### config.mk
export PLATFORM = sky130hd
export DESIGN_NAME = sram_arb2_flat
export DESIGN_NICKNAME = d
export VERILOG_FILES = /design/src/rtl/sram_arb2_if.sv /design/src/rtl/sram_arb2.sv /design/src/flat_wrapper.sv
export SDC_FILE = /design/constraint.sdc
export NUM_CORES = 1
export LEC_CHECK = 0
export BUFFER_PORTS_ARGS = -buffer_cell sky130_fd_sc_hd__buf_2
export CAP_MARGIN = 20
export CELL_PAD_IN_SITES_DETAIL_PLACEMENT = 0
export CELL_PAD_IN_SITES_GLOBAL_PLACEMENT = 1
export CORE_ASPECT_RATIO = 0.7
export CORE_UTILIZATION = 35
export CTS_CLUSTER_SIZE = 16
export DETAILED_ROUTE_END_ITERATION = 8
export MAX_ROUTING_LAYER = met4
export PLACE_DENSITY_LB_ADDON = 0.12
export SLEW_MARGIN = 10
export SYNTH_ARGS = -nofsm -noshare
export SYNTH_HDL_FRONTEND = slang
export SYNTH_SLANG_ARGS = --single-unit
### constraint.sdc
create_clock -name clk -period 4.1 [get_ports clk]
set_input_delay 0.82 -clock clk [delete_from_list [all_inputs] [get_ports clk]]
set_output_delay 0.82 -clock clk [all_outputs]
set_load 0.05 [all_outputs]
### src/rtl/sram_arb2_if.sv
// sram_arb2_if
// Bundles the two client request/response channels and the SRAM controller
// command channel of the two-client arbiter.
//   slave  : arbiter side (takes client requests and controller status,
//            drives client status and the controller command)
//   master : environment side (clients plus controller)
// Client channel cN_*: req, rw, addr, wdata in; busy, done, rdata, drop out.
// Controller channel : mem, rw, addr, data_f2s out; ready, data_s2f_r in.
interface sram_arb2_if #(
  parameter int AW = 18,
  parameter int DW = 16
);
  logic          c0_req;
  logic          c0_rw;
  logic [AW-1:0] c0_addr;
  logic [DW-1:0] c0_wdata;
  logic          c0_busy;
  logic          c0_done;
  logic [DW-1:0] c0_rdata;
  logic          c0_drop;

  logic          c1_req;
  logic          c1_rw;
  logic [AW-1:0] c1_addr;
  logic [DW-1:0] c1_wdata;
  logic          c1_busy;
  logic          c1_done;
  logic [DW-1:0] c1_rdata;
  logic          c1_drop;

  logic          mem;
  logic          rw;
  logic [AW-1:0] addr;
  logic [DW-1:0] data_f2s;
  logic          ready;
  logic [DW-1:0] data_s2f_r;

  modport slave (
    input  c0_req, c0_rw, c0_addr, c0_wdata,
    input  c1_req, c1_rw, c1_addr, c1_wdata,
    input  ready, data_s2f_r,
    output c0_busy, c0_done, c0_rdata, c0_drop,
    output c1_busy, c1_done, c1_rdata, c1_drop,
    output mem, rw, addr, data_f2s
  );

  modport master (
    output c0_req, c0_rw, c0_addr, c0_wdata,
    output c1_req, c1_rw, c1_addr, c1_wdata,
    output ready, data_s2f_r,
    input  c0_busy, c0_done, c0_rdata, c0_drop,
    input  c1_busy, c1_done, c1_rdata, c1_drop,
    input  mem, rw, addr, data_f2s
  );
endinterface

### src/rtl/sram_arb2.sv
// sram_arb2
// Shares one SRAM controller between two clients. Each client posts a
// one-cycle request into a one-entry buffer; buffered requests are issued to
// the controller round-robin, and each client gets a done pulse plus read
// data when its transaction finishes.
// Ports:
//   clk   : system clock, rising edge
//   reset : synchronous active-high reset, clears all state
//   bus   : sram_arb2_if.slave (client channels and controller command)
//
// state   | meaning
// --------+-----------------------------------------------------------
// S_IDLE  | no transaction in flight; issue the winner when ready=1
// S_LAUNCH| controller leaving idle; ready is not trusted this cycle
// S_WAIT  | waiting for ready=1 to complete the owner's transaction
module sram_arb2 #(
  parameter int AW = 18,
  parameter int DW = 16
) (
  input  logic        clk,
  input  logic        reset,
  sram_arb2_if.slave  bus
);

  typedef enum logic [1:0] {
    S_IDLE   = 2'd0,
    S_LAUNCH = 2'd1,
    S_WAIT   = 2'd2
  } state_t;

  state_t        r_state;
  logic [1:0]    r_valid;
  logic [1:0]    r_buf_rw;
  logic [AW-1:0] r_buf_addr  [2];
  logic [DW-1:0] r_buf_wdata [2];
  logic [1:0]    r_done;
  logic [1:0]    r_drop;
  logic [DW-1:0] r_rdata     [2];
  logic          r_ptr;      // last client served
  logic          r_owner;    // client owning the in-flight transaction
  logic          r_own_rd;   // in-flight transaction is a read

  logic [1:0]    w_req;
  logic [1:0]    w_rw;
  logic [AW-1:0] w_addr  [2];
  logic [DW-1:0] w_wdata [2];
  logic [1:0]    w_busy;
  logic          w_issue;
  logic          w_gnt;

  assign w_req      = {bus.c1_req, bus.c0_req};
  assign w_rw       = {bus.c1_rw, bus.c0_rw};
  assign w_addr[0]  = bus.c0_addr;
  assign w_addr[1]  = bus.c1_addr;
  assign w_wdata[0] = bus.c0_wdata;
  assign w_wdata[1] = bus.c1_wdata;

  // A client stays busy until the cycle its done pulse is visible, so it
  // may post its next request in that same cycle.
  assign w_busy[0] = r_valid[0] | ((r_state != S_IDLE) && (r_owner == 1'b0));
  assign w_busy[1] = r_valid[1] | ((r_state != S_IDLE) && (r_owner == 1'b1));

  // Tie goes to the client not served last; otherwise the only valid one.
  assign w_gnt   = (&r_valid) ? ~r_ptr : r_valid[1];
  assign w_issue = (r_state == S_IDLE) && bus.ready && (|r_valid);

  // The command strobe must go out in the issue cycle itself, so the
  // controller command is decoded from the winner's buffer, not registered.
  always_comb begin
    bus.mem      = 1'b0;
    bus.rw       = 1'b1;
    bus.addr     = '0;
    bus.data_f2s = '0;
    if (w_issue) begin
      bus.mem      = 1'b1;
      bus.rw       = r_buf_rw[w_gnt];
      bus.addr     = r_buf_addr[w_gnt];
      bus.data_f2s = r_buf_wdata[w_gnt];
    end
  end

  always_ff @(posedge clk) begin
    if (reset) begin
      r_state  <= S_IDLE;
      r_valid  <= '0;
      r_buf_rw <= '0;
      r_done   <= '0;
      r_drop   <= '0;
      r_ptr    <= 1'b1;
      r_owner  <= 1'b0;
      r_own_rd <= 1'b0;
      for (int i = 0; i < 2; i++) begin
        r_buf_addr[i]  <= '0;
        r_buf_wdata[i] <= '0;
        r_rdata[i]     <= '0;
      end
    end else begin
      r_done <= '0;

      for (int i = 0; i < 2; i++) begin
        if (w_req[i]) begin
          if (w_busy[i]) begin
            r_drop[i] <= 1'b1;
          end else begin
            r_valid[i]     <= 1'b1;
            r_buf_rw[i]    <= w_rw[i];
            r_buf_addr[i]  <= w_addr[i];
            r_buf_wdata[i] <= w_wdata[i];
          end
        end
      end

      // A load needs valid=0 and an issue clears a valid=1 entry, so the
      // two updates to r_valid never target the same client in one cycle.
      case (r_state)
        S_IDLE: begin
          if (w_issue) begin
            r_valid[w_gnt] <= 1'b0;
            r_owner        <= w_gnt;
            r_own_rd       <= r_buf_rw[w_gnt];
            r_ptr          <= w_gnt;
            r_state        <= S_LAUNCH;
          end
        end
        S_LAUNCH: begin
          r_state <= S_WAIT;
        end
        S_WAIT: begin
          if (bus.ready) begin
            r_done[r_owner] <= 1'b1;
            if (r_own_rd) begin
              r_rdata[r_owner] <= bus.data_s2f_r;
            end
            r_state <= S_IDLE;
          end
        end
        default: begin
          r_state <= S_IDLE;
        end
      endcase
    end
  end

  assign bus.c0_busy  = w_busy[0];
  assign bus.c1_busy  = w_busy[1];
  assign bus.c0_done  = r_done[0];
  assign bus.c1_done  = r_done[1];
  assign bus.c0_rdata = r_rdata[0];
  assign bus.c1_rdata = r_rdata[1];
  assign bus.c0_drop  = r_drop[0];
  assign bus.c1_drop  = r_drop[1];

endmodule

### src/flat_wrapper.sv
// flat-port wrapper written by rule: the top's interface ports become plain ports
module sram_arb2_flat 
#(
  parameter int AW = 18,
  parameter int DW = 16
)
  (clk, reset, bus_c0_req, bus_c0_rw, bus_c0_addr, bus_c0_wdata, bus_c1_req, bus_c1_rw, bus_c1_addr, bus_c1_wdata, bus_ready, bus_data_s2f_r, bus_c0_busy, bus_c0_done, bus_c0_rdata, bus_c0_drop, bus_c1_busy, bus_c1_done, bus_c1_rdata, bus_c1_drop, bus_mem, bus_rw, bus_addr, bus_data_f2s);
  sram_arb2_if #(.AW(AW), .DW(DW)) bus_i ();
  input  logic clk;
  input  logic reset;
  input wire logic [$bits(bus_i.c0_req)-1:0] bus_c0_req;
  input wire logic [$bits(bus_i.c0_rw)-1:0] bus_c0_rw;
  input wire logic [$bits(bus_i.c0_addr)-1:0] bus_c0_addr;
  input wire logic [$bits(bus_i.c0_wdata)-1:0] bus_c0_wdata;
  input wire logic [$bits(bus_i.c1_req)-1:0] bus_c1_req;
  input wire logic [$bits(bus_i.c1_rw)-1:0] bus_c1_rw;
  input wire logic [$bits(bus_i.c1_addr)-1:0] bus_c1_addr;
  input wire logic [$bits(bus_i.c1_wdata)-1:0] bus_c1_wdata;
  input wire logic [$bits(bus_i.ready)-1:0] bus_ready;
  input wire logic [$bits(bus_i.data_s2f_r)-1:0] bus_data_s2f_r;
  output wire logic [$bits(bus_i.c0_busy)-1:0] bus_c0_busy;
  output wire logic [$bits(bus_i.c0_done)-1:0] bus_c0_done;
  output wire logic [$bits(bus_i.c0_rdata)-1:0] bus_c0_rdata;
  output wire logic [$bits(bus_i.c0_drop)-1:0] bus_c0_drop;
  output wire logic [$bits(bus_i.c1_busy)-1:0] bus_c1_busy;
  output wire logic [$bits(bus_i.c1_done)-1:0] bus_c1_done;
  output wire logic [$bits(bus_i.c1_rdata)-1:0] bus_c1_rdata;
  output wire logic [$bits(bus_i.c1_drop)-1:0] bus_c1_drop;
  output wire logic [$bits(bus_i.mem)-1:0] bus_mem;
  output wire logic [$bits(bus_i.rw)-1:0] bus_rw;
  output wire logic [$bits(bus_i.addr)-1:0] bus_addr;
  output wire logic [$bits(bus_i.data_f2s)-1:0] bus_data_f2s;
  assign bus_i.c0_req = bus_c0_req;
  assign bus_i.c0_rw = bus_c0_rw;
  assign bus_i.c0_addr = bus_c0_addr;
  assign bus_i.c0_wdata = bus_c0_wdata;
  assign bus_i.c1_req = bus_c1_req;
  assign bus_i.c1_rw = bus_c1_rw;
  assign bus_i.c1_addr = bus_c1_addr;
  assign bus_i.c1_wdata = bus_c1_wdata;
  assign bus_i.ready = bus_ready;
  assign bus_i.data_s2f_r = bus_data_s2f_r;
  assign bus_c0_busy = bus_i.c0_busy;
  assign bus_c0_done = bus_i.c0_done;
  assign bus_c0_rdata = bus_i.c0_rdata;
  assign bus_c0_drop = bus_i.c0_drop;
  assign bus_c1_busy = bus_i.c1_busy;
  assign bus_c1_done = bus_i.c1_done;
  assign bus_c1_rdata = bus_i.c1_rdata;
  assign bus_c1_drop = bus_i.c1_drop;
  assign bus_mem = bus_i.mem;
  assign bus_rw = bus_i.rw;
  assign bus_addr = bus_i.addr;
  assign bus_data_f2s = bus_i.data_f2s;
  sram_arb2 #(.AW(AW), .DW(DW)) u_core (.clk(clk), .reset(reset), .bus(bus_i));
endmodule
==> results.md, run 1 <==
- Transition time at the pin with the least slew margin: just under 1 ns
- Area of the mapped netlist: slightly below 0.005 mm²
- Floorplan row count: 35
- Compound-cell area share of the yosys netlist: 0.0895
- Final Hold Viols: 0
- Place WS: 0.696 ns
- Clock latency on the worst-skew pair: around 0.41 ns
- Number of levels the H-tree was split into: 4
- Port-buffer cells: around 160
- TritonCTS clock tree: done
- Number of setup buffers added after CTS: 0
- Data required time at the worst endpoint: approximately 3.3 ns
- GRT Total Usage: 0.173
- Initial Utilization: 0.365
- DRC marker count from the first detailed-route iteration: around 150
- Worst min-delay path class: flop to flop
- Arrival time at the worst endpoint: around 2.6 ns
- Min setup slack post-route: roughly 0.73 ns
- CTS Hold Bufs: 0
- Filler cells: 1248
- Clock root buffer master: clkbuf_16
- Vias/cell: approximately 4.7
- Critical path startpoint category: input pin
- Routed WL: 11.6 mm
- Area Growth Syn to Fin: 30.6%
- Sequential-to-total area share from yosys stat: 0.667
- Power density over cell area: roughly 500 mW/mm²
- Slew HR: 0.340
- CP Buf/Inv Count: 2
- Maximum net fanout on the critical path: 38
- Placeable Area: 0.0134 mm²
- Post-Route Setup TNS: 0 ns
- Synth top area share: 0.614
- Routed length per placed instance: ~17 µm
- Initial antenna violation count: 2
- Clock buffer depth: 2
- Total count of max-transition violations in the final report: 0
- Crit path max-delay family: simple AND/OR/NAND/NOR gates
- Dpl cells: 660
- Post-layout minimum cycle time: 3.37 ns
- Number of sinks on the clock net: roughly 110
- PnR Total Power: between 3 and 4 mW
- Dominant combinational cell family by area after synthesis: simple AND/OR/NAND/NOR gates
- Mux share of post-synthesis cell area: 0.00205
- Max-cap violation count: 0
- Cells taking the most area after synthesis: edfxtp_1 (61%), nor3b_1 (7.4%), a22o_1 (6.4%)
- Number of buffers created by CTS: 17
- Nature of the critical path endpoint: primary output
- Synthesized-area fraction occupied by adder cells: 0
- Maximum vdd drop: between 0.2 and 0.3 mV
- Largest incremental delay on the critical path: between 0.7 and 0.8 ns
- Io pins: 165
- Library cell occupying the most area in the post-synthesis netlist: edfxtp_1
- Routed Antenna Nets: 0
- Global route total overflow: 0
- Syn_area_per_cell: between 10 and 15 µm²
- Setup repair after global routing missed its margin: no
- Number of DRC violations after detailed routing: 0
- Setup Crit Path Kind: input pin to primary output
- Count of placed standard cells in the final layout, fillers left out: 693
- Number of synthesized register bits: between 100 and 150
- Pin count of the biggest net entering global routing: 60
- Number of global-route vias before repair: 3248
- CP Cell Sequence: buf_2, nor3b_2, and3_2, a22o_1, buf_2
- Length of the first detailed-routing pass in iterations: 4
- Run status: completed
- Half-perimeter wire length of the detailed placement result: roughly 7.5 mm
- Setup clock skew after layout: about 0.012 ns
- Library cells used by synthesis: 36
- Highest-delay cell along the critical path: and3_2
- Cell leakage power: roughly 2.7 nW
- Net count of the mapped netlist: 420
- Synthesized instance count: between 300 and 400
- Area share of and/or/nand/nor cells after synthesis: 0.201
- Most frequent cells in the layout: buf_2 (163), edfxtp_1 (100), nor3b_1 (48), a22o_1 (36), and2_1 (32)
- Post-route fraction of the period consumed by the critical path: 0.822
- R2R Setup Slk: roughly 2.2 ns
- Most frequent cell on the critical path: buf_2
- Number of endpoints failing setup at the final stage: 0
- Die height: 101 µm
- Xor/xnor share of the synthesized area: 0
- Ys Warns: 0
- Die span in x: approximately 140 µm
- Global-route wire length before repair: approximately 18 mm
- Achievable Freq: between 200 and 300 MHz
- Total number of vias: 3270
- Floorplan die area: roughly 0.014 mm²
- Clock Pin Slew Worst Setup and Hold Paths: roughly 0.050 ns
- Final Net Count: around 590
- Cts repair resizes: 0
- Most common cell after layout, fill and taps aside: buf_2
- Fraction of final layout cells with drive strength greater than 1: 0.451
- Routability cong.: about 0.77
## worst paths after layout
kind,from,endpoint,depth (start not counted)
worst max-delay path,bus_ready,bus_addr[8],5
worst min-delay path,u_core.r_drop[1]$_SDFFE_PP0P_,u_core.r_drop[1]$_SDFFE_PP0P_,1
worst max register to register,u_core.r_state[0]$_SDFFE_PP0P_,u_core.r_rdata[0][1]$_SDFFCE_PN0P_,3
worst min register to register,u_core.r_drop[1]$_SDFFE_PP0P_,u_core.r_drop[1]$_SDFFE_PP0P_,1
## sequential cells by signal (all words and copies together), names as in the netlist
register            cells
u_core.r_buf_wdata     32
u_core.r_drop           2
u_core.r_state          2
u_core.r_own_rd         1
u_core.r_buf_rw         2
u_core.r_done           2
u_core.r_valid          2
u_core.r_owner          1
u_core.r_ptr            1
u_core.r_buf_addr      36
u_core.r_rdata         32
## kinds of logic (layout without fill, tap and decap cells)
logic type             after synthesis  after routing
and+or+nand+nor                    131            131
DFF                                113            113
AOI/OAI and AO/OA                   53             53
buffers and inverters               31            208
muxes                                1              1
other                                0              2
## worst reg2reg max path: cells and delay by family, from the launching register on
| family | cells | cell delay, ns |
|---|---|---|
| flip-flops | 1 | 0.38 |
| AND/OR/NAND/NOR | 3 | 1.35 |
## through the flow
step	area, µm²	util	hold WS [ns]
finish	6390	0.477	0.482
detailed placement	5840	0.435	0.475
floorplan	4890	-	0.449
global placement	5840	0.435	0.462
global route	6390	0.477	0.497
CTS	6390	0.477	0.487
## layout make-up
type / instances / area, µm² / area share
Clock inverter: 13 / 121 / 0.0190
Clock buffer: 18 / 429 / 0.0671
Sequential cell: 113 / 3260 / 0.511
Antenna cell: 2 / 5.00 / 0.000783
Inverter: 5 / 18.8 / 0.00294
Timing Repair Buffer: 172 / 883 / 0.138
Multi-Input combinational cell: 185 / 1440 / 0.225
Tap cell: 185 / 231 / 0.0362
## cells in the mapped netlist
cell type,number
edfxtp_1,100
nor3b_1,48
a22o_1,36
and2_1,32
nor3b_2,21
dfxtp_1,13
buf_2,9
clkbuf_1,7
buf_6,6
nand2_1,6
nor2_1,6
inv_1,5
a21oi_1,4
nand2b_1,4
nor2b_1,4
o21ai_0,3
a21o_1,2
and3_1,2
buf_8,2
nand3_1,2
nor3_1,2
a211o_1,1
a211oi_1,1
a221oi_1,1
a22oi_1,1
a22oi_2,1
buf_1,1
buf_4,1
mux2i_1,1
nand4b_1,1
nand4bb_1,1
nor2_2,1
o211ai_1,1
o21ai_2,1
o21bai_2,1
or3_1,1
## metal layers
layer	part of all wire	global-route usage	wire length, µm	up-vias
met5	0	-	0	-
met1	0.50	0.232	5860	1580
li1	-	-	-	1584
met4	0.0058	0.0614	67	0
met2	0.42	0.237	4930	100
met3	0.068	0.0632	788	6
## power by group
group          leakage [nW]  internal (mW)  switching, mW
Clock                 0.260          0.876          0.493
Combinational          1.22          0.125          0.299
Sequential             1.17           1.36         0.0325
Total                  2.65           2.36          0.824
Power figures use the tool's default switching activity.
==> run 2: changes to the inputs <==
Clock period 4.1 ns to 3.1 ns, I/O delays scaled along.
==> results.md, run 2 (synthesis results as in run 1) <==
- PnR Total Power: 4.29 mW
- Initial Utilization: 0.365
- Global-route wire length before repair: ~18 mm
- Run status: completed
- Fraction of final layout cells with drive strength greater than 1: 0.459
- Number of levels the H-tree was split into: 4
- Flip-flop and latch area: about 0.0033 mm²
- Half-perimeter wire length of the detailed placement result: between 7 and 8 mm
- Floorplan die area: 0.0145 mm²
- Number of endpoints failing setup at the final stage: 0
- Area Growth Syn to Fin: 32.3%
- Clock latency on the worst-skew pair: just over 0.4 ns
- Area of the multi-input gates: between 0.001 and 0.0015 mm²
- Number of sinks on the clock net: about 110
- Largest incremental delay on the critical path: 0.48 ns
- Post-Route Setup TNS: 0 ns
- Io pins: approximately 170
- Die height: 101 µm
- Max-cap violation count: 0
- Top Registers: u_core.r_buf_addr (36), u_core.r_buf_wdata (32), u_core.r_rdata (32)
- Routed Antenna Nets: 0
- Power density over cell area: ~660 mW/mm²
- Clock buffer depth: 2
- CTS Hold Bufs: 0
- Most frequent cells in the layout: buf_2 (163), edfxtp_1 (100), nor3b_1 (48), a22o_1 (36), and2_1 (32)
- Clock Pin Slew Worst Setup and Hold Paths: approximately 0.050 ns
- Total number of vias: 3310
- Placeable Area: 0.0134 mm²
- GRT Total Usage: 0.175
- Final standard cell utilization of the core: 0.483
- Number of setup buffers added after CTS: 0
- Number of global-route vias before repair: 3250
- Vias/cell: about 4.7
- Maximum vdd drop: roughly 0.45 mV
- Worst hold slack after final layout: between 0.4 and 0.5 ns
- Routability cong.: 0.783
- Initial antenna violation count: 2
- Global route total overflow: 0
- Transition time at the pin with the least slew margin: 0.910 ns
- Cts repair resizes: 0
- Highest-delay cell along the critical path: and3_2
- Number of buffers created by CTS: 17
- Achievable Freq: around 350 MHz
- Post-layout minimum cycle time: between 2 and 3 ns
- Cell leakage power: 2.69 nW
- Data required time at the worst endpoint: ~2.5 ns
- Largest reg by FF count: u_core.r_buf_addr
- Number of flip-flops under the largest register name: 36
- Number of DRC violations after detailed routing: 0
- Worst min-delay path class: flop to flop
- Die span in x: 143 µm
- Clock root buffer master: clkbuf_16
- Pin count of the biggest net entering global routing: 44
- Post-route fraction of the period consumed by the critical path: 0.924
- Total count of max-transition violations in the final report: 0
- Arrival time at the worst endpoint: between 2 and 2.5 ns
- Routed length per placed instance: 17.0 µm
- Length of the first detailed-routing pass in iterations: 4
- Maximum net fanout on the critical path: 24
- Filler cells: ~1300
- Port-buffer cells: roughly 160
- Floorplan row count: 35
- Setup Crit Path Kind: flop to primary output
- Critical path startpoint category: flop
- DRC marker count from the first detailed-route iteration: ~190
- Setup clock skew after layout: 0.00754 ns
- CP Cell Sequence: nor3b_2, and3_2, buf_12, a22o_1, buf_2
- Setup repair after global routing missed its margin: no
- Nature of the critical path endpoint: primary output
- Final Net Count: a little under 600
- Slew HR: 0.391
- Final Hold Viols: 0
- TritonCTS clock tree: done
- Most common cell after layout, fill and taps aside: buf_2
- Routed WL: between 10 and 15 mm
run 2: worst paths after layout:
kind                                                      from                                     to  slack (ns)  cells past startpoint
worst min register to register   u_core.r_drop[0]$_SDFFE_PP0P_          u_core.r_drop[0]$_SDFFE_PP0P_        0.47                      1
worst max register to register  u_core.r_state[1]$_SDFFE_PP0P_  u_core.r_buf_addr[1][0]$_SDFFCE_PN0P_        1.28                      4
worst max-delay path            u_core.r_state[1]$_SDFFE_PP0P_                           bus_addr[12]        0.24                      5
worst min-delay path             u_core.r_drop[0]$_SDFFE_PP0P_          u_core.r_drop[0]$_SDFFE_PP0P_        0.47                      1
run 2: through the flow:
step                      instances  worst slack [ns]  instance area (µm²)
after global placement          663             0.455                 5900
after CTS                       695             0.237                 6470
final                           697             0.236                 6470
after global routing            697            0.0989                 6470
after floorplan                 329             0.449                 4890
after detailed placement        663             0.379                 5900
run 2: layout make-up:
class                           count  area share
Timing Repair Buffer              175       0.146
Clock buffer                       19      0.0669
Clock inverter                     13      0.0216
Tap cell                          185      0.0358
Inverter                            5     0.00290
Sequential cell                   113       0.504
Multi-Input combinational cell    185       0.222
Antenna cell                        2    0.000773
run 2: worst max-delay path, delay by kind of cell (launching register included):
family	cells	cell delay [ns]
AND/OR/NAND/NOR	2	0.78
buffers and inverters	2	0.48
AO/OA/AOI/OAI	1	0.17
flip-flops	1	0.39
run 2: power by group:
group / switching (mW) / total [mW] / leakage [nW] / internal, mW
Sequential: 0.0474 / 1.84 / 1.17 / 1.80
Clock: 0.693 / 1.87 / 0.269 / 1.18
Combinational: 0.398 / 0.574 / 1.25 / 0.176
Total: 1.14 / 4.29 / 2.69 / 3.15
run 2: per-layer routing:
layer  GRT usage  share of wire  wire length, µm
met3      0.0584          0.073              862
met1       0.240           0.50             5900
met4      0.0728          0.013              155
met2       0.235           0.42             4950
met5           -              0                0
